$ cat config.mk
export PLATFORM = sky130hd
export DESIGN_NAME = ram_arbiter
export DESIGN_NICKNAME = d
export VERILOG_FILES = /design/src/rtl/cpu32_mem_pkg.sv /design/src/rtl/ram_arb_pick.sv /design/src/rtl/ram_arbiter.sv
export SDC_FILE = /design/constraint.sdc
export NUM_CORES = 1
export LEC_CHECK = 0
export ABC_AREA = 1
export CORE_AREA = 2 2 130 132
export CTS_BUF_LIST = sky130_fd_sc_hd__clkbuf_8
export DETAILED_ROUTE_END_ITERATION = 12
export DIE_AREA = 0 0 132 134
export PLACE_DENSITY_LB_ADDON = 0.3
export SETUP_SLACK_MARGIN = 0.02
export SLEW_MARGIN = 5
export SYNTH_ARGS = -nofsm -noshare
export SYNTH_HDL_FRONTEND = slang
export SYNTH_SLANG_ARGS = --single-unit
$ cat constraint.sdc
create_clock -name clk -period 2.84 [get_ports clk]
set_input_delay 0.426 -clock clk [delete_from_list [all_inputs] [get_ports clk]]
set_output_delay 0.426 -clock clk [all_outputs]
set_load 0.01 [all_outputs]
$ cat src/rtl/cpu32_mem_pkg.sv
// Shared CPU32 memory-side definitions: RAM arbiter state encoding, master ids
// and the RAM word count.
package cpu32_mem_pkg;

  typedef enum logic [1:0] {
    IDLE   = 2'd0,
    ACCESS = 2'd1,
    RESP   = 2'd2
  } arb_state_e;

  localparam logic MST_I = 1'b0;
  localparam logic MST_D = 1'b1;

  localparam int unsigned RAM_WORDS = 262144;

endpackage

$ cat src/rtl/ram_arb_pick.sv
// Combinational winner select between the I and D masters. On a tie the
// master named by prio wins; a lone requester always wins.
module ram_arb_pick
  import cpu32_mem_pkg::*;
(
  input  logic i_req,
  input  logic d_req,
  input  logic prio,
  output logic any_req,
  output logic grant_id
);

  always_comb begin
    any_req  = i_req | d_req;
    grant_id = MST_I;
    if (i_req && d_req) begin
      grant_id = prio;
    end else if (d_req) begin
      grant_id = MST_D;
    end
  end

endmodule

$ cat src/rtl/ram_arbiter.sv
// ram_arbiter: serialises CPU32 I-fetch and D load/store accesses onto the single-port RAM.
// Build option RAM_ARB_ROUND_ROBIN_EN selects round-robin ties; otherwise D has fixed priority.
module ram_arbiter
  import cpu32_mem_pkg::*;
#(
  parameter int TIMEOUT_CYCLES = 16
) (
  input  logic        clk,
  input  logic        rst_n,
  input  logic        i_req,
  input  logic        d_req,
  input  logic        i_we,
  input  logic        d_we,
  input  logic [31:0] i_addr,
  input  logic [31:0] d_addr,
  input  logic [31:0] i_wdata,
  input  logic [31:0] d_wdata,
  output logic        i_ack,
  output logic        d_ack,
  output logic        i_err,
  output logic        d_err,
  output logic [31:0] i_rdata,
  output logic [31:0] d_rdata,
  output logic [31:0] mem_r_addr,
  output logic [31:0] mem_w_addr,
  output logic [31:0] mem_w_line,
  output logic        mem_read,
  output logic        mem_write,
  input  logic [31:0] mem_r_line,
  input  logic        mem_rrdy,
  input  logic        mem_wrdy,
  input  logic        mem_exc
);

  localparam int               CNT_W    = $clog2(TIMEOUT_CYCLES);
  localparam logic [CNT_W-1:0] CNT_LAST = CNT_W'(TIMEOUT_CYCLES - 1);

  arb_state_e       state, state_nxt;
  logic [CNT_W-1:0] cnt, cnt_nxt;
  logic             cur_id, cur_id_nxt;
  logic             cur_we, cur_we_nxt;
  logic [31:0]      addr_nxt, wline_nxt;
  logic             mem_read_nxt, mem_write_nxt;
  logic             i_ack_nxt, i_err_nxt, d_ack_nxt, d_err_nxt;
  logic [31:0]      i_rdata_nxt, d_rdata_nxt;

  logic             any_req, grant_id, prio;
  logic             sel_we;
  logic [31:0]      sel_addr, sel_wdata;
  logic             sample, rd_ok, wr_ok, fail, done;

  ram_arb_pick u_pick (
    .i_req    (i_req),
    .d_req    (d_req),
    .prio     (prio),
    .any_req  (any_req),
    .grant_id (grant_id)
  );

`ifdef RAM_ARB_ROUND_ROBIN_EN
  // prio names the master that wins the next tie: the one not granted last.
  always_ff @(posedge clk or negedge rst_n) begin
    if (!rst_n) begin
      prio <= MST_I;
    end else if (state == IDLE && any_req) begin
      prio <= ~grant_id;
    end
  end
`else
  assign prio = MST_D;
`endif

  assign sel_we    = (grant_id == MST_D) ? d_we    : i_we;
  assign sel_addr  = (grant_id == MST_D) ? d_addr  : i_addr;
  assign sel_wdata = (grant_id == MST_D) ? d_wdata : i_wdata;

  // The RAM's exc is sticky from the previous access, so the first ACCESS cycle is blind.
  assign sample = (cnt != '0);
  assign rd_ok  = sample && !cur_we && mem_rrdy;
  assign wr_ok  = sample &&  cur_we && mem_wrdy;
  assign fail   = (sample && mem_exc) || (cnt == CNT_LAST);
  assign done   = rd_ok || wr_ok || fail;

  always_comb begin
    state_nxt     = state;
    cnt_nxt       = cnt;
    cur_id_nxt    = cur_id;
    cur_we_nxt    = cur_we;
    addr_nxt      = mem_r_addr;
    wline_nxt     = mem_w_line;
    mem_read_nxt  = mem_read;
    mem_write_nxt = mem_write;
    i_ack_nxt     = 1'b0;
    i_err_nxt     = 1'b0;
    d_ack_nxt     = 1'b0;
    d_err_nxt     = 1'b0;
    i_rdata_nxt   = i_rdata;
    d_rdata_nxt   = d_rdata;

    case (state)
      IDLE: begin
        if (any_req) begin
          cur_id_nxt    = grant_id;
          cur_we_nxt    = sel_we;
          addr_nxt      = sel_addr;
          wline_nxt     = sel_wdata;
          mem_read_nxt  = !sel_we;
          mem_write_nxt = sel_we;
          cnt_nxt       = '0;
          state_nxt     = ACCESS;
        end
      end

      ACCESS: begin
        cnt_nxt = cnt + CNT_W'(1);
        if (done) begin
          mem_read_nxt  = 1'b0;
          mem_write_nxt = 1'b0;
          state_nxt     = RESP;
          if (cur_id == MST_D) begin
            d_ack_nxt = rd_ok || wr_ok;
            d_err_nxt = !(rd_ok || wr_ok);
            if (rd_ok) d_rdata_nxt = mem_r_line;
          end else begin
            i_ack_nxt = rd_ok || wr_ok;
            i_err_nxt = !(rd_ok || wr_ok);
            if (rd_ok) i_rdata_nxt = mem_r_line;
          end
        end
      end

      RESP: begin
        state_nxt = IDLE;
      end

      default: begin
        state_nxt = IDLE;
      end
    endcase
  end

  always_ff @(posedge clk or negedge rst_n) begin
    if (!rst_n) begin
      state      <= IDLE;
      cnt        <= '0;
      cur_id     <= MST_I;
      cur_we     <= 1'b0;
      mem_r_addr <= '0;
      mem_w_addr <= '0;
      mem_w_line <= '0;
      mem_read   <= 1'b0;
      mem_write  <= 1'b0;
      i_ack      <= 1'b0;
      i_err      <= 1'b0;
      d_ack      <= 1'b0;
      d_err      <= 1'b0;
      i_rdata    <= '0;
      d_rdata    <= '0;
    end else begin
      state      <= state_nxt;
      cnt        <= cnt_nxt;
      cur_id     <= cur_id_nxt;
      cur_we     <= cur_we_nxt;
      mem_r_addr <= addr_nxt;
      mem_w_addr <= addr_nxt;
      mem_w_line <= wline_nxt;
      mem_read   <= mem_read_nxt;
      mem_write  <= mem_write_nxt;
      i_ack      <= i_ack_nxt;
      i_err      <= i_err_nxt;
      d_ack      <= d_ack_nxt;
      d_err      <= d_err_nxt;
      i_rdata    <= i_rdata_nxt;
      d_rdata    <= d_rdata_nxt;
    end
  end

endmodule

==> impl_results.md <==
- Final Non-Filler Cells: 1,219
- DR vias/cell: 4.65
- Most frequent cells in the layout: 332 x clkdlybuf4s50_1, 211 x nand2_1, 142 x dfrtp_1, 73 x nor2_1, 70 x o21ai_1
- Cts bufs inserted: 17
- Syn-to-layout area delta: 61.2%
- Peak Freq: 522 MHz
- Setup tns final: 0 ns
- HPWL after DPL: 14,300 um
- Post-synthesis simple-gate area fraction: 0.184
- Die area: 17,700 um^2
- Arr. time, crit path: 1.49 ns
- Clock Skew: 0.0132 ns
- Synth Area in Compound Gates: 0.130
- DP Worst Slack: 0.712 ns
- Worst rel slew slack: 0.582
- XOR/XNOR Fraction of Synth Area: 0
- Status: finished clean
- Switching part of the total: 0.356
- Final Hold Fails: 0
- First-pass GRT wire length: 29,700 um
- H-tree Lvls: 4
- Period utilization: 0.674
- Worst Setup Path Type: flop to primary output
- Clk_lat worst skew: 0.45 ns
- DRC viols: 0
- Hold path depth: 3
- Number of port buffers: 334
- Placed Cells: 1,187
- CTS tree: yes
- CP bufs+invs: 1
- WP depth: 1
- Die Span Y: 134 um
- Lkg Pwr: 4.37 nW
- Largest cells by area after synthesis: dfrtp_1 58%, nand2_1 13%, a31oi_1 6.6%
- Yosys cell types: 21
- Worst min path class: input pin to flop
- NetSw: 3.78 mW
- Final #Nets: 1,158
- Cell area after synthesis: 6110 um^2
- CP max-delay cell: clkdlybuf4s50_1
- Worst Setup Start Kind: flop
- Layout cells sized above 1: 0.0511
- Final instance area: 9850 um^2
- CTS max path bufs: 2
- Die X: 132 um
- Synthesized area per cell: 8.79 um^2
- R2R cell count: 7
- Int Power: 6.82 mW
- Gr usage total: 0.216
- RSZ-0062 raised after global routing: false
- Post-synth top area cell: dfrtp_1
- Largest net degree at the start of global routing: 65
- Total power: 10.6 mW
- Initial core utilization: 0.375
- Yosys top cell area share: 0.582
- Final Max Tran Viols: 0
- Combinational power share: 0.483
- Pwr Density: 1080 nW/um^2
- Post-synthesis mux area share: 0
- Fill count: 1,424
- Seq/Total Area, Yosys: 0.582
- Antenna violations before repair: 0
- DR pass1 iterations: 6
- # diodes: 0
- Max incr delay on CP: 0.58 ns
- Worst-Margin Slew: 0.626 ns
- Share of power burned in registers: 0.346
- Post-CTS setup buffer count: 0
- RePlAce Congestion: 0.849
- Crit end category: primary output
- Routed via count: 5,664
- Clock network fraction of design power: 0.171
- Total wire length: 19,000 um
- Fin crit period: 1.92 ns
- Vias in the first global route: 5,471
- CP Data Required Time: 2.41 ns
- Util after Layout: 0.605
- Main combinational cell family by area after synthesis: simple AND/OR/NAND/NOR gates
- WL per Instance: 15.6 um
- Mapped Cells: 695
- Rows: 47
- Crit-path max FO: 3
- Hold_ws: 0.412 ns
- # clock sinks: 142
- #FFs+latches synth: 142
- Ys Warns: 0
- Post-Syn Nets: 866
- Cell Area, Placed: 9390 um^2
- Core area: 16,300 um^2
- Root Buffer Master: clkbuf_8
- Crit-path cells: clkdlybuf4s50_1
- Setup-failing EPs final: 0
- Antenna viol nets, final: 0
- GRT Residual Overflow: 0
- Post-Synth Adder-Cell Area: 0.00410
- First DRT Iteration DRCs: 232
- Max VDD drop: 571 uV
- Commonest non-fill, non-tap cell in the layout: clkdlybuf4s50_1
- Total of max-cap violations: 0
- Post-route setup slack: 0.925 ns
- Delay-heaviest family, CP: buffers and inverters
- Worst-path clk slew: 0.08 ns
- I/O pin total: 335
worst paths after layout:
kind | start | end | slack [ns]
worst min-delay path | d_req | cur_id | 0.41
worst max register to register | cnt[0] | i_rdata[29] | 0.97
min in group asynchronous | rst_n | d_rdata[5] | 0.49
max in group asynchronous | rst_n | d_rdata[27] | 1.51
worst min register to register | mem_write | mem_write | 0.49
worst max-delay path | mem_w_addr[29] | mem_w_addr[29] | 0.92
state kept, by name, summed over array words and instances, names as in the netlist:
signal      count
mem_read        1
cnt             4
mem_w_addr     32
cur_id          1
cur_we          1
d_ack           1
d_err           1
mem_write       1
i_err           1
mem_w_line     32
i_ack           1
i_rdata        32
d_rdata        32
state           2
timing repair:
action | 4_1_cts | 5_1_grt
endpoints found under the hold margin | 51 | 0
hold buffers | 1 | 0
resized for setup | 0 | 0
power by group through the flow:
stage               sequential, mW  combinational (mW)  clock [mW]
detailed placement            3.70                5.16           0
global placement              3.68                5.06           0
floorplan                     4.02                2.06           0
global route                  3.79                5.55        1.93
CTS                           3.67                5.18        1.86
finish                        3.66                5.11        1.82
cell families after synthesis:
group                      count (synthesis)
AOI/OAI and AO/OA                        140
buffers and inverters                    117
and+or+nand+nor                          294
DFF                                      142
adders and majority gates                  2
metal layers:
metal,share of wire,GRT usage,vias up
met2,0.50,0.370,235
met1,0.39,0.252,2606
met3,0.087,0.0707,25
met5,0,0,-
met4,0.022,0.0827,0
li1,-,-,2798
final cells by class:
class | count | area, um^2 | share of cell area
inverters | 45 | 171 | 0.0174
multi-input cells | 436 | 1940 | 0.197
flip-flops and latches | 142 | 3550 | 0.361
clock buffers | 19 | 262 | 0.0265
well taps | 220 | 275 | 0.0279
clock inverters | 12 | 184 | 0.0187
repair buffers | 345 | 3460 | 0.351
Yosys cell counts:
cell type,n
a21oi_1,3
a21oi_2,1
a31oi_1,64
buf_2,28
buf_4,35
buf_6,1
clkbuf_1,8
dfrtp_1,142
ha_1,2
inv_1,42
inv_2,3
nand2_1,211
nand2_2,2
nand3_1,4
nand4_1,1
nor2_1,73
nor2_2,1
nor3_1,2
o21ai_0,1
o21ai_1,70
o21ai_4,1
Power figures use the tool's default switching activity.
